**config.mk**
```make
export PLATFORM = sky130hd
export DESIGN_NAME = startup_pattern_driver
export DESIGN_NICKNAME = d
export VERILOG_FILES = /design/src/rtl/startup_disp_pkg.sv /design/src/rtl/led_serial_shifter.sv /design/src/rtl/startup_pattern_driver.sv
export SDC_FILE = /design/constraint.sdc
export NUM_CORES = 1
export LEC_CHECK = 0
export ABC_AREA = 1
export CORE_UTILIZATION = 61
export DETAILED_ROUTE_END_ITERATION = 16
export PLACE_DENSITY = 0.85
export SLEW_MARGIN = 30
export SYNTH_ARGS = -nofsm -noshare
export SYNTH_HDL_FRONTEND = slang
export SYNTH_HIERARCHICAL = 1
export SYNTH_SLANG_ARGS = --single-unit
```
**constraint.sdc**
```tcl
create_clock -name CLK -period 3.4 [get_ports CLK]
set_clock_uncertainty 0.1 [all_clocks]
set_input_delay 0.68 -clock CLK [delete_from_list [all_inputs] [get_ports CLK]]
set_output_delay 0.68 -clock CLK [all_outputs]
set_load 0.005 [all_outputs]
```
**src/rtl/startup_disp_pkg.sv**
```systemverilog
// Shared definitions for the startup pattern driver: default sizes, the
// pattern ROM image and the serial shifter state encoding.
package startup_disp_pkg;

    localparam int NLED_DEF     = 8;
    localparam int NPAT_DEF     = 16;
    localparam int AW_DEF       = 4;
    localparam int SCLK_DIV_DEF = 4;
    localparam int TW           = 16;

    typedef logic [NLED_DEF-1:0] pat_t;

    // Entry 0 stays blank so that address 0 always shows all LEDs off.
    localparam pat_t PAT_ROM [NPAT_DEF] = '{
        8'h00, 8'h3C, 8'hA5, 8'h5A, 8'h81, 8'hC3, 8'hE7, 8'hFF,
        8'h01, 8'h03, 8'h07, 8'h0F, 8'h1F, 8'h3F, 8'h7F, 8'hAA
    };

    typedef enum logic [1:0] {
        SH_IDLE  = 2'd0,
        SH_LOW   = 2'd1,
        SH_HIGH  = 2'd2,
        SH_LATCH = 2'd3
    } sh_state_e;

endpackage

```
**src/rtl/led_serial_shifter.sv**
```systemverilog
// Serialises the LED vector MSB first to an external LED driver, followed by a
// latch strobe; remembers one pending refresh if LED changes mid-frame.
module led_serial_shifter
    import startup_disp_pkg::*;
#(
    parameter int NLED     = NLED_DEF,
    parameter int SCLK_DIV = SCLK_DIV_DEF
) (
    input  logic            clk_i,
    input  logic            rst_i,
    input  logic [NLED-1:0] led_i,
    output logic            sclk_o,
    output logic            sdat_o,
    output logic            slatch_o,
    output logic            busy_o
);

    localparam int DW = (SCLK_DIV > 1) ? $clog2(SCLK_DIV) : 1;
    localparam int BW = (NLED > 1) ? $clog2(NLED) : 1;

    sh_state_e       state_q, state_d;
    logic [DW-1:0]   div_q, div_d;
    logic [BW-1:0]   bit_q, bit_d;
    logic [NLED-1:0] shreg_q, shreg_d;
    logic [NLED-1:0] sent_q, sent_d;
    logic            pend_q, pend_d;
    logic            div_last;

    // NOTE: sequential state uses non-blocking assignments so every register
    // samples the pre-edge values of the others, whatever the statement order.
    always_ff @(posedge clk_i or posedge rst_i) begin
        if (rst_i) begin
            state_q <= SH_IDLE;
            div_q   <= '0;
            bit_q   <= '0;
            shreg_q <= '0;
            sent_q  <= '0;
            pend_q  <= 1'b0;
        end else begin
            state_q <= state_d;
            div_q   <= div_d;
            bit_q   <= bit_d;
            shreg_q <= shreg_d;
            sent_q  <= sent_d;
            pend_q  <= pend_d;
        end
    end

    assign div_last = (div_q == DW'(SCLK_DIV - 1));

    // NOTE: every signal driven here gets a default first, so no path through
    // the case statement can leave one unassigned and infer a latch.
    always_comb begin
        state_d = state_q;
        div_d   = div_q;
        bit_d   = bit_q;
        shreg_d = shreg_q;
        sent_d  = sent_q;
        pend_d  = pend_q;

        unique case (state_q)
            SH_IDLE: begin
                if ((led_i != sent_q) || pend_q) begin
                    shreg_d = led_i;
                    sent_d  = led_i;
                    pend_d  = 1'b0;
                    div_d   = '0;
                    bit_d   = '0;
                    state_d = SH_LOW;
                end
            end
            SH_LOW: begin
                div_d = div_q + 1'b1;
                if (div_last) begin
                    div_d   = '0;
                    state_d = SH_HIGH;
                end
            end
            SH_HIGH: begin
                div_d = div_q + 1'b1;
                if (div_last) begin
                    div_d   = '0;
                    shreg_d = shreg_q << 1;
                    if (bit_q == BW'(NLED - 1)) begin
                        bit_d   = '0;
                        state_d = SH_LATCH;
                    end else begin
                        bit_d   = bit_q + 1'b1;
                        state_d = SH_LOW;
                    end
                end
            end
            SH_LATCH: begin
                div_d = div_q + 1'b1;
                if (div_last) begin
                    div_d   = '0;
                    state_d = SH_IDLE;
                end
            end
            default: state_d = SH_IDLE;
        endcase

        // A value differing from the frame in flight earns exactly one refresh.
        if ((state_q != SH_IDLE) && (led_i != sent_q)) begin
            pend_d = 1'b1;
        end
    end

    always_comb begin
        sclk_o   = 1'b0;
        sdat_o   = 1'b0;
        slatch_o = 1'b0;
        busy_o   = (state_q != SH_IDLE);
        unique case (state_q)
            SH_LOW:   sdat_o = shreg_q[NLED-1];
            SH_HIGH: begin
                sclk_o = 1'b1;
                sdat_o = shreg_q[NLED-1];
            end
            SH_LATCH: slatch_o = 1'b1;
            default:  ;
        endcase
    end

endmodule

```
**src/rtl/startup_pattern_driver.sv**
```systemverilog
// Datapath partner of the startup display FSM: interval timer, pattern ROM
// address counter, pattern/LED registers and the serial LED driver link.
module startup_pattern_driver
    import startup_disp_pkg::*;
#(
    parameter int NLED     = NLED_DEF,
    parameter int NPAT     = NPAT_DEF,
    parameter int AW       = AW_DEF,
    parameter int SCLK_DIV = SCLK_DIV_DEF
) (
    input  logic            CLK,
    input  logic            RST,
    input  logic            CLEAR,
    input  logic            DISP,
    input  logic            LOAD_PAT,
    input  logic            NXT_ADR,
    input  logic            RST_TIMER,
    output logic [TW-1:0]   TIMER,
    output logic            DONE,
    output logic [NLED-1:0] LED,
    output logic            SCLK,
    output logic            SDAT,
    output logic            SLATCH,
    output logic            BUSY
);

    logic [TW-1:0]   timer_q, timer_d;
    logic [AW-1:0]   adr_q, adr_d;
    logic [NLED-1:0] rom_q, rom_d;
    logic [NLED-1:0] pat_q, pat_d;
    logic [NLED-1:0] led_q, led_d;
    logic            done_q, done_d;

    always_comb begin
        timer_d = timer_q;
        if (RST_TIMER) begin
            timer_d = '0;
        end else if (timer_q != '1) begin
            timer_d = timer_q + 1'b1;
        end

        adr_d = adr_q;
        if (CLEAR) begin
            adr_d = '0;
        end else if (NXT_ADR && (adr_q != AW'(NPAT - 1))) begin
            adr_d = adr_q + 1'b1;
        end

        pat_d = pat_q;
        if (CLEAR) begin
            pat_d = '0;
        end else if (LOAD_PAT) begin
            pat_d = rom_q;
        end

        rom_d  = NLED'(PAT_ROM[adr_q]);
        led_d  = DISP ? pat_q : '0;
        done_d = (adr_q == AW'(NPAT - 1));
    end

    // The ROM output register is reset as well, so a LOAD_PAT straight out of
    // reset latches the blank entry instead of an unknown value.
    always_ff @(posedge CLK or posedge RST) begin
        if (RST) begin
            timer_q <= '0;
            adr_q   <= '0;
            rom_q   <= '0;
            pat_q   <= '0;
            led_q   <= '0;
            done_q  <= 1'b0;
        end else begin
            timer_q <= timer_d;
            adr_q   <= adr_d;
            rom_q   <= rom_d;
            pat_q   <= pat_d;
            led_q   <= led_d;
            done_q  <= done_d;
        end
    end

    assign TIMER = timer_q;
    assign DONE  = done_q;
    assign LED   = led_q;

    led_serial_shifter #(
        .NLED     (NLED),
        .SCLK_DIV (SCLK_DIV)
    ) u_shifter (
        .clk_i    (CLK),
        .rst_i    (RST),
        .led_i    (led_q),
        .sclk_o   (SCLK),
        .sdat_o   (SDAT),
        .slatch_o (SLATCH),
        .busy_o   (BUSY)
    );

endmodule

```
# After elaboration in Yosys (flattened, before gate mapping)
# Memory sizes are Yosys's and may differ from the RTL's. A register that Yosys moved wholly into a read port is not among the register bits.
# Index checks and enable logic that the tools add are counted.
[classes]
addsub = 4
eq_ne = 13
muxes = 29
bitwise_logic = 1
reduce_logical = 17
[op_table]
columns = ["op", "n"]
rows = [
  ["$mux W8", 5],
  ["$mux W16", 2],
  ["$add A16 B1 Y16 const B", 1],
  ["$ne A16 B16 Y1 const B", 1],
  ["$pmux W8 S2", 1],
  ["$mux W2", 7],
  ["$reduce_bool A2 Y1", 7],
  ["$mux W3", 3],
  ["$mux W4", 2],
  ["$ne A2 B1 Y1 const B", 4],
  ["$ne A8 B8 Y1", 1],
  ["$pmux W2 S4", 1],
  ["$eq A2 B2 Y1 const B", 3],
  ["$mux W1", 6],
  ["$pmux W3 S2", 1],
  ["$not A4 Y5", 1],
  ["$add A4 B1 Y4 const B", 1],
  ["$eq A4 B4 Y1 const B", 1],
  ["$ne A4 B4 Y1 const B", 1],
  ["$pmux W2 S2", 1],
  ["$reduce_and A2 Y1", 2],
  ["$reduce_and A4 Y1", 1],
  ["$add A3 B1 Y3 const B", 1],
  ["$eq A3 B3 Y1 const B", 1],
  ["other kinds (8)", 9],
]
[word_totals]
register_bits = 61
romBits = 128
inputBits = 7
out_inout_bits = 29
wordCells = 76
n_memories = 1
[memory_table]
columns = ["memory", "depth", "width", "rd", "rd_clocked_by_memory_dff", "wr", "line", "text"]
rows = [
  ["(no name shown)", 16, 8, 1, 1, 0, "startup_pattern_driver.sv:56", "rom_d = NLED'(PAT_ROM[adr_q]);"],
]

# Depth between registers and ports, before layout
# Gate-level depths: netlist (run 1).
[logic_depth]
depth_word = 5
mapped_depth = 11
mapped_depth_nobuf = 10

# Modules after synthesis
# Netlist (run 1), hierarchy kept.
[by_module_without_submodules]
columns = ["mod", "instances", "cells_each", "area_per_inst_um2"]
rows = [
  ["startup_pattern_driver", 1, 268, 2200.9],
  ["led_serial_shifter", 1, 183, 1385.1],
]

# Least setup slack after synthesis (run 1)
# Ideal clock, no wire load.
[synth_timing]
path_type = "register to register"
from = "register u_shifter.state_q[0]"
to = "register u_shifter.shreg_q[2]"
setup_ps = 65
arrival_ps = 1538
required_ps = 3235
path_slack_ps = 1697
stages_incl_launch_ff = 10
path_cell_list = "dfrtp_1 inv_1 ha_1 buf_2 inv_1 nor2_1 a21oi_1 buf_2 nand3_1 nand2_1"
[synth_between]
elab_chain_len = 3
elab_cells_between_ends = 7
[synth_lines]
columns = ["element", "line", "text"]
rows = [
  ["from (decl)", "led_serial_shifter.sv:21", "sh_state_e state_q, state_d;"],
  ["from (signal assigned)", "led_serial_shifter.sv:40", "state_q <= state_d;"],
  ["$eq A2 B2 Y1 / $logic_not A2 Y1 (equally long branches)", "led_serial_shifter.sv:61", "unique case (state_q)"],
  ["$ne A2 B1 Y1 (no line) / $reduce_bool A2 Y1 (equally long branches)", "n/a", ""],
  ["$reduce_and A3 Y1 (no line)", "n/a", ""],
  ["to (signal assigned)", "led_serial_shifter.sv:43", "shreg_q <= shreg_d;"],
  ["to (decl)", "led_serial_shifter.sv:24", "logic [NLED-1:0] shreg_q, shreg_d;"],
]
# Several ways; a longest one is shown, not always the timed one.
# A chain may end at the register's enable or synchronous reset.

# Worst setup path in the final report (run 1)
[layout_timing]
from = "register u_shifter.state_q[0]"
to = "output BUSY"
[layout_between]
elab_chain_len = 1
[layout_lines]
columns = ["element", "line", "text"]
rows = [
  ["$reduce_bool A2 Y1", "led_serial_shifter.sv:113", "busy_o = (state_q != SH_IDLE);"],
  ["to (decl)", "startup_pattern_driver.sv:24", "output logic BUSY"],
]
# No other way between the ends.

==> results.ini, run 1 <==
[status]
result_of_the_run=completed

[sta]
fin_tns_setup_ns=0
timing.final.crit_period_ns=2.55
layout_worst_path_cycle_share=0.749
report.final.hold_viol_count=0
finalSetupViolCount=0
worst_slew_slack_as_a_fraction_of_its_limit=0.643
timing.fmax_ghz=0.393
rsz0062_at_grt=false
timing.final.max_slew_violations=0
worst_pin_slew_ns=0.532

[global_route]
grt_pass1_wl_microns=12200
grt-ovfl-total=0
grt_use_total=0.254
grt_max_degree=26
antenna_found_initial=0
via_count_of_the_first_global_routing_pass=2813

[yosys]
post_synth_main_area_contributors=sky130_fd_sc_hd__dfrtp_1, sky130_fd_sc_hd__nand2_1, sky130_fd_sc_hd__nand3_1
postSynth.asyncResetShare=1.00
synth-edff-count=0
synthesized_netlist_net_count=473
postSynthCellCount=451
ys.warnings.count=6
synth_top_area_cell=sky130_fd_sc_hd__dfrtp_1
synthTopCellsByCount=sky130_fd_sc_hd__nand2_1, sky130_fd_sc_hd__dfrtp_1, sky130_fd_sc_hd__inv_1
synth_top_area_frac=0.482
syn_area_sq_um=3590
yosysUniqueCellTypes=30
avgSynthCellArea_sq_um=7.95
ys.flop_type=sky130_fd_sc_hd__dfrtp_1
synth_sequential_area_ratio=0.482
synth_seq_cells=69
synth_most_common_cell=sky130_fd_sc_hd__nand2_1

[drt]
wl_per_cell_microns=12.4
wl_microns=6980
detail_route.first_pass.iterations=4
detail_route.vias_per_cell=5.20
num_vias=2935
drt_iter0_drc=170
postRouteAntennaNets=0
drcViolationCount=0

[pwr]
peakVddDrop_uv=508
comb_power_share=0.290
cellInternalPower_mw=1.58
p_clk_frac=0.293
p_per_area_nw_per_um2=578
total_leakage_power_nw=2.20
register_share_of_total_power=0.417
switching_pwr_uw=831
power.switching_fraction=0.344

[clock_tree]
holdBufCountCts=0
clock_sinks=69
post_cts_buffers=0
h-tree-depth=3
post_cts_resize_count=0
clock_insertion_delay_worst_skew_ns=0.34
clk_root_buf=sky130_fd_sc_hd__clkbuf_8
cts_made_buffers=9
clock_path_buffers=2
clk_pin_slew_worst_paths_ns=0.07
cts_tree=yes

[setup_path]
worst_setup_path_startpoint=u_shifter/state_q[0]
crit-reg2reg-launch=u_shifter/state_q[0]
startpoint_type=flip-flop
cp_data_required_time_ns=2.62
worstSetupEndpointType=output pin
worst_path_class_setup=flip-flop to output pin
crit_arrival_ns=1.77
timing.critical_path.fanout_max=4

[cells_and_area]
nets=509
areaGrowthSynthToFinish_pct=16.4
drive_above_1_share=0.0874
layoutNonFillerInstCount=564
antenna_cells=0
n_fill_cell=419

[floorplanning]
die_area_sq_um=6190
rows=27
floorplan.initialDensity=0.643
floorplan.io_pins=36
floorplan.die.height_microns=78.7
die_w_microns=78.7
core-area_sq_um=5570

[place]
numPlacedInstances=548
placement.io_buffers=35
place_hpwl_microns=4840
gp_congestion=0.905

[min_path]
hold_start=pat_q[4]
hold_path_class=flip-flop to flip-flop

[run]
maxCapViolCount=0

-- cell families (layout without fill, tap and decap cells) --
| group | after synthesis | in the layout | share of synthesized area |
|---|---|---|---|
| compound gates | 47 | 47 | 0.0680 |
| xor+xnor | 2 | 2 | 0.00489 |
| fa+ha+maj | 15 | 15 | 0.0523 |
| buf+inv | 82 | 123 | 0.0946 |
| flops | 69 | 69 | 0.482 |
| simple gates | 236 | 236 | 0.299 |
-- cell usage in the layout (no fill, tap or decap), types with 2 or more instances in the layout --
cell / count
sky130_fd_sc_hd__clkbuf_1: 2
sky130_fd_sc_hd__nor2_4: 2
sky130_fd_sc_hd__ha_1: 15
sky130_fd_sc_hd__o21ai_0: 30
sky130_fd_sc_hd__clkdlybuf4s50_1: 35
sky130_fd_sc_hd__xor2_1: 2
sky130_fd_sc_hd__clkbuf_8: 9
sky130_fd_sc_hd__nor3_1: 3
sky130_fd_sc_hd__bufinv_16: 2
sky130_fd_sc_hd__nand3_2: 3
sky130_fd_sc_hd__clkinv_2: 3
sky130_fd_sc_hd__o21ai_1: 10
sky130_fd_sc_hd__nand3_4: 2
sky130_fd_sc_hd__buf_4: 3
sky130_fd_sc_hd__nand3_1: 49
sky130_fd_sc_hd__nand2_1: 133
sky130_fd_sc_hd__a21oi_1: 4
sky130_fd_sc_hd__or2_2: 5
sky130_fd_sc_hd__nand2_2: 3
sky130_fd_sc_hd__inv_1: 62
sky130_fd_sc_hd__inv_2: 6
sky130_fd_sc_hd__nor2_2: 2
sky130_fd_sc_hd__dfrtp_1: 69
sky130_fd_sc_hd__nand4_1: 6
sky130_fd_sc_hd__nor2_1: 25
-- flip-flops by register name (all words and copies together) (netlist names) --
name	count
TIMER	16
LED	8
pat_q	8
rom_q	8
u_shifter/sent_q	8
u_shifter/shreg_q	8
adr_q	4
u_shifter/bit_q	3
u_shifter/div_q	2
u_shifter/state_q	2
DONE	1
u_shifter/pend_q	1
-- stage by stage --
stage	total power [mW]	setup slack, ns	utilization	hold slack, ns	instance area, sq um
finish	2.41	0.853	0.749	0.362	4180
global route	2.56	0.744	0.749	0.380	4180
CTS	2.42	0.833	0.749	0.362	4180
detailed placement	1.72	1.11	0.712	0.348	3970
global placement	1.68	1.18	0.712	0.340	3970
floorplan	1.57	1.56	-	0.333	3590
-- area by class of cell --
class                           instances  area (sq um)  share of cell area
Sequential cell                        69          1730               0.414
Multi-Input combinational cell        300          1520               0.364
Timing Repair Buffer                   38           373              0.0893
Inverter                               69           259              0.0620
Clock buffer                           11           131              0.0315
Tap cell                               72          90.1              0.0216
Clock inverter                          5          75.1              0.0180
-- layer usage --
| layer | vias up | track usage | wire, microns |
|---|---|---|---|
| li1 | 1492 | - | - |
| met1 | 1369 | 0.309 | 3100 |
| met2 | 66 | 0.450 | 3560 |
| met3 | 8 | 0.0384 | 261 |
| met4 | 0 | 0.0963 | 52 |
| met5 | - | 0 | 0 |
-- critical path, stage by stage, from the launching register on --
cell and delay, ns:
sky130_fd_sc_hd__dfrtp_1 0.41, sky130_fd_sc_hd__inv_1 0.14, sky130_fd_sc_hd__ha_1 0.33, sky130_fd_sc_hd__inv_1 0.09, sky130_fd_sc_hd__clkdlybuf4s50_1 0.45
-- final timing paths --
kind,to,slack (ns),depth (start not counted)
min reg2reg,LED[4],0.36,2
min,LED[4],0.36,2
max in group asynchronous,adr_q[2],1.91,3
max reg2reg,u_shifter/shreg_q[0],1.36,10
max,BUSY,0.85,4
min in group asynchronous,u_shifter/bit_q[2],0.63,2
-- power groups by stage --
stage          clock network [mW]  logic, mW  registers (mW)
5_1_grt                     0.749      0.797            1.02
3_5_place_dp                    0      0.698            1.02
2_1_floorplan                   0      0.573            1.00
6_report                    0.707      0.699            1.01
4_1_cts                     0.713      0.702            1.00
3_3_place_gp                    0      0.671            1.01
No activity file was read; power rests on OpenSTA's default activity.
==> run 2, diff against run 1 <==
Settings changed: CORE_UTILIZATION 61 to 57, PLACE_DENSITY 0.85 to 0.8.
Clock period 3.4 ns to 2.5 ns, I/O delays scaled along.
==> run 2 against run 1 <==
Critical path depth unchanged. Global-route usage down 1.5 points. Largest power group unchanged. Critical endpoint unchanged. Sequential share of layout area up 0.12 points. First-iteration DRC count unchanged.
==> results.ini, run 2 (synthesis results as in run 1) <==
[sta]
worst_pin_slew_ns=0.545
finalSetupViolCount=0
fin_tns_setup_ns=0
timing.final.crit_period_ns=2.34
report.final.hold_viol_count=0
rsz0062_at_grt=false
timing.final.max_slew_violations=0
hold_slack_ns=0.367
layout_worst_path_cycle_share=0.937
timing.fmax_ghz=0.427
worst_slew_slack_as_a_fraction_of_its_limit=0.637

[clock_tree]
cts_tree=yes
h-tree-depth=3
clock_path_buffers=2
clock_insertion_delay_worst_skew_ns=0.34
clk_root_buf=sky130_fd_sc_hd__clkbuf_8
cts_made_buffers=9
clock_sinks=69
post_cts_resize_count=0
clk_pin_slew_worst_paths_ns=0.07
holdBufCountCts=0
post_cts_buffers=0

[setup_path]
reg2reg_to=u_shifter/shreg_q[4]
cpLargestDelayFamily=buffers and inverters
crit-reg2reg-launch=u_shifter/state_q[0]
worst_setup_path_startpoint=u_shifter/state_q[0]
cp_data_required_time_ns=1.90
setup.reg_to_reg.worst_slack_ns=0.62
startpoint_type=flip-flop
crit_arrival_ns=1.74
critPathMaxStageDelay_ns=0.45
cp_cell_sequence=inv_1 -> ha_1 -> inv_1 -> clkdlybuf4s50_1
worst-r2r-cell-count=9
worst_path_class_setup=flip-flop to output pin
critical_path.n_buffers_inverters=3
worst_path_max_delay_cell=sky130_fd_sc_hd__clkdlybuf4s50_1
cpMostUsedCell=sky130_fd_sc_hd__inv_1
worstSetupEndpointType=output pin
timing.critical_path.fanout_max=4

[drt]
drt_iter0_drc=170
num_vias=2874
detail_route.vias_per_cell=5.06
detail_route.first_pass.iterations=4
drcViolationCount=0
postRouteAntennaNets=0
wl_per_cell_microns=11.8
wl_microns=6720

[cells_and_area]
drive_above_1_share=0.0892
nets=511
n_fill_cell=473
final_cell_mix=sky130_fd_sc_hd__nand2_1, sky130_fd_sc_hd__dfrtp_1, sky130_fd_sc_hd__inv_1, sky130_fd_sc_hd__nand3_1, sky130_fd_sc_hd__clkdlybuf4s50_1
layoutNonFillerInstCount=568
most_frequent_standard_cell_in_the_layout_excluding_fill_and_tap_cells=sky130_fd_sc_hd__nand2_1
antenna_cells=0
areaGrowthSynthToFinish_pct=16.1
largest_reg_flops=16
final_cell_area_sq_um=4160

[place]
place_hpwl_microns=4780
gp_congestion=0.863
placed_cell_area_sq_um=3990
placement.io_buffers=35
numPlacedInstances=553

[floorplanning]
floorplan.initialDensity=0.599
core-area_sq_um=5990
die_w_microns=81.3
floorplan.die.height_microns=81.3
die_area_sq_um=6610
rows=28
floorplan.io_pins=36

[status]
result_of_the_run=completed

[pwr]
power.switching_fraction=0.366
comb_power_share=0.305
register_share_of_total_power=0.438
cellInternalPower_mw=1.98
peakVddDrop_uv=834
p_clk_frac=0.257
p_per_area_nw_per_um2=749
post-layout-total-power_mw=3.12
switching_pwr_mw=1.14
total_leakage_power_nw=2.18

[min_path]
hold_start=pat_q[2]
whs_path_depth=2
hold_path_class=flip-flop to flip-flop
min_delay_worst_endpoint=LED[2]

[run]
maxCapViolCount=0

[global_route]
via_count_of_the_first_global_routing_pass=2692
grt-ovfl-total=0
antenna_found_initial=0
grt_use_total=0.239
grt_max_degree=46
grt_pass1_wl_microns=11800

-- run 2: cell types whose count changed in the layout (fill, tap and decap cells not counted), sizes merged --
cell	previous run	this run
buf	3	5
bufinv	2	0
clkinvlp	0	2
clkbuf	11	10
clkinv	4	5
inv	68	67
-- run 2: metrics by stage --
step / util / setup WS, ns
4_1_cts: 0.695 / 0.131
6_report: 0.695 / 0.157
5_1_grt: 0.695 / 0.0477
3_3_place_gp: 0.666 / 0.563
2_1_floorplan: - / 0.797
3_5_place_dp: 0.666 / 0.501
-- run 2: layout make-up --
type,instances,area [sq um],share of cell area
sequential,69,1730,0.415
tap,75,93.8,0.0225
timing repair buffer,40,388,0.0932
multi-input combinational,300,1520,0.365
clock inverter,5,37.5,0.00902
clock buffer,10,138,0.0331
inverter,69,259,0.0622
-- run 2: how the worst max path moves through the flow --
stage	slack, ns	cells after the start	endpoint
6_report	0.16	4	BUSY
5_1_grt	0.05	4	BUSY
4_1_cts	0.13	4	BUSY
3_5_place_dp	0.50	4	BUSY
3_3_place_gp	0.56	4	BUSY
2_1_floorplan	0.80	9	u_shifter/shreg_q[2]
-- run 2: power groups by stage --
stage | Clock [mW] | Combinational (mW) | Sequential [mW]
after floorplan | 0 | 0.779 | 1.36
after global placement | 0 | 0.925 | 1.38
after detailed placement | 0 | 0.956 | 1.39
after CTS | 0.831 | 0.961 | 1.37
after global routing | 0.886 | 1.08 | 1.38
final | 0.802 | 0.952 | 1.37
-- run 2: routing by layer --
layer	global-route usage	wire, microns	share of wire
met5	0	0	0
met2	0.392	3350	0.50
met1	0.302	3020	0.45
met4	0.104	114	0.017
met3	0.0528	236	0.035
-- run 2: worst min-delay path, stage by stage, from the launching register on --
cell                      delay, ns
sky130_fd_sc_hd__dfrtp_1       0.35
sky130_fd_sc_hd__nand2_1       0.05
sky130_fd_sc_hd__inv_1         0.04
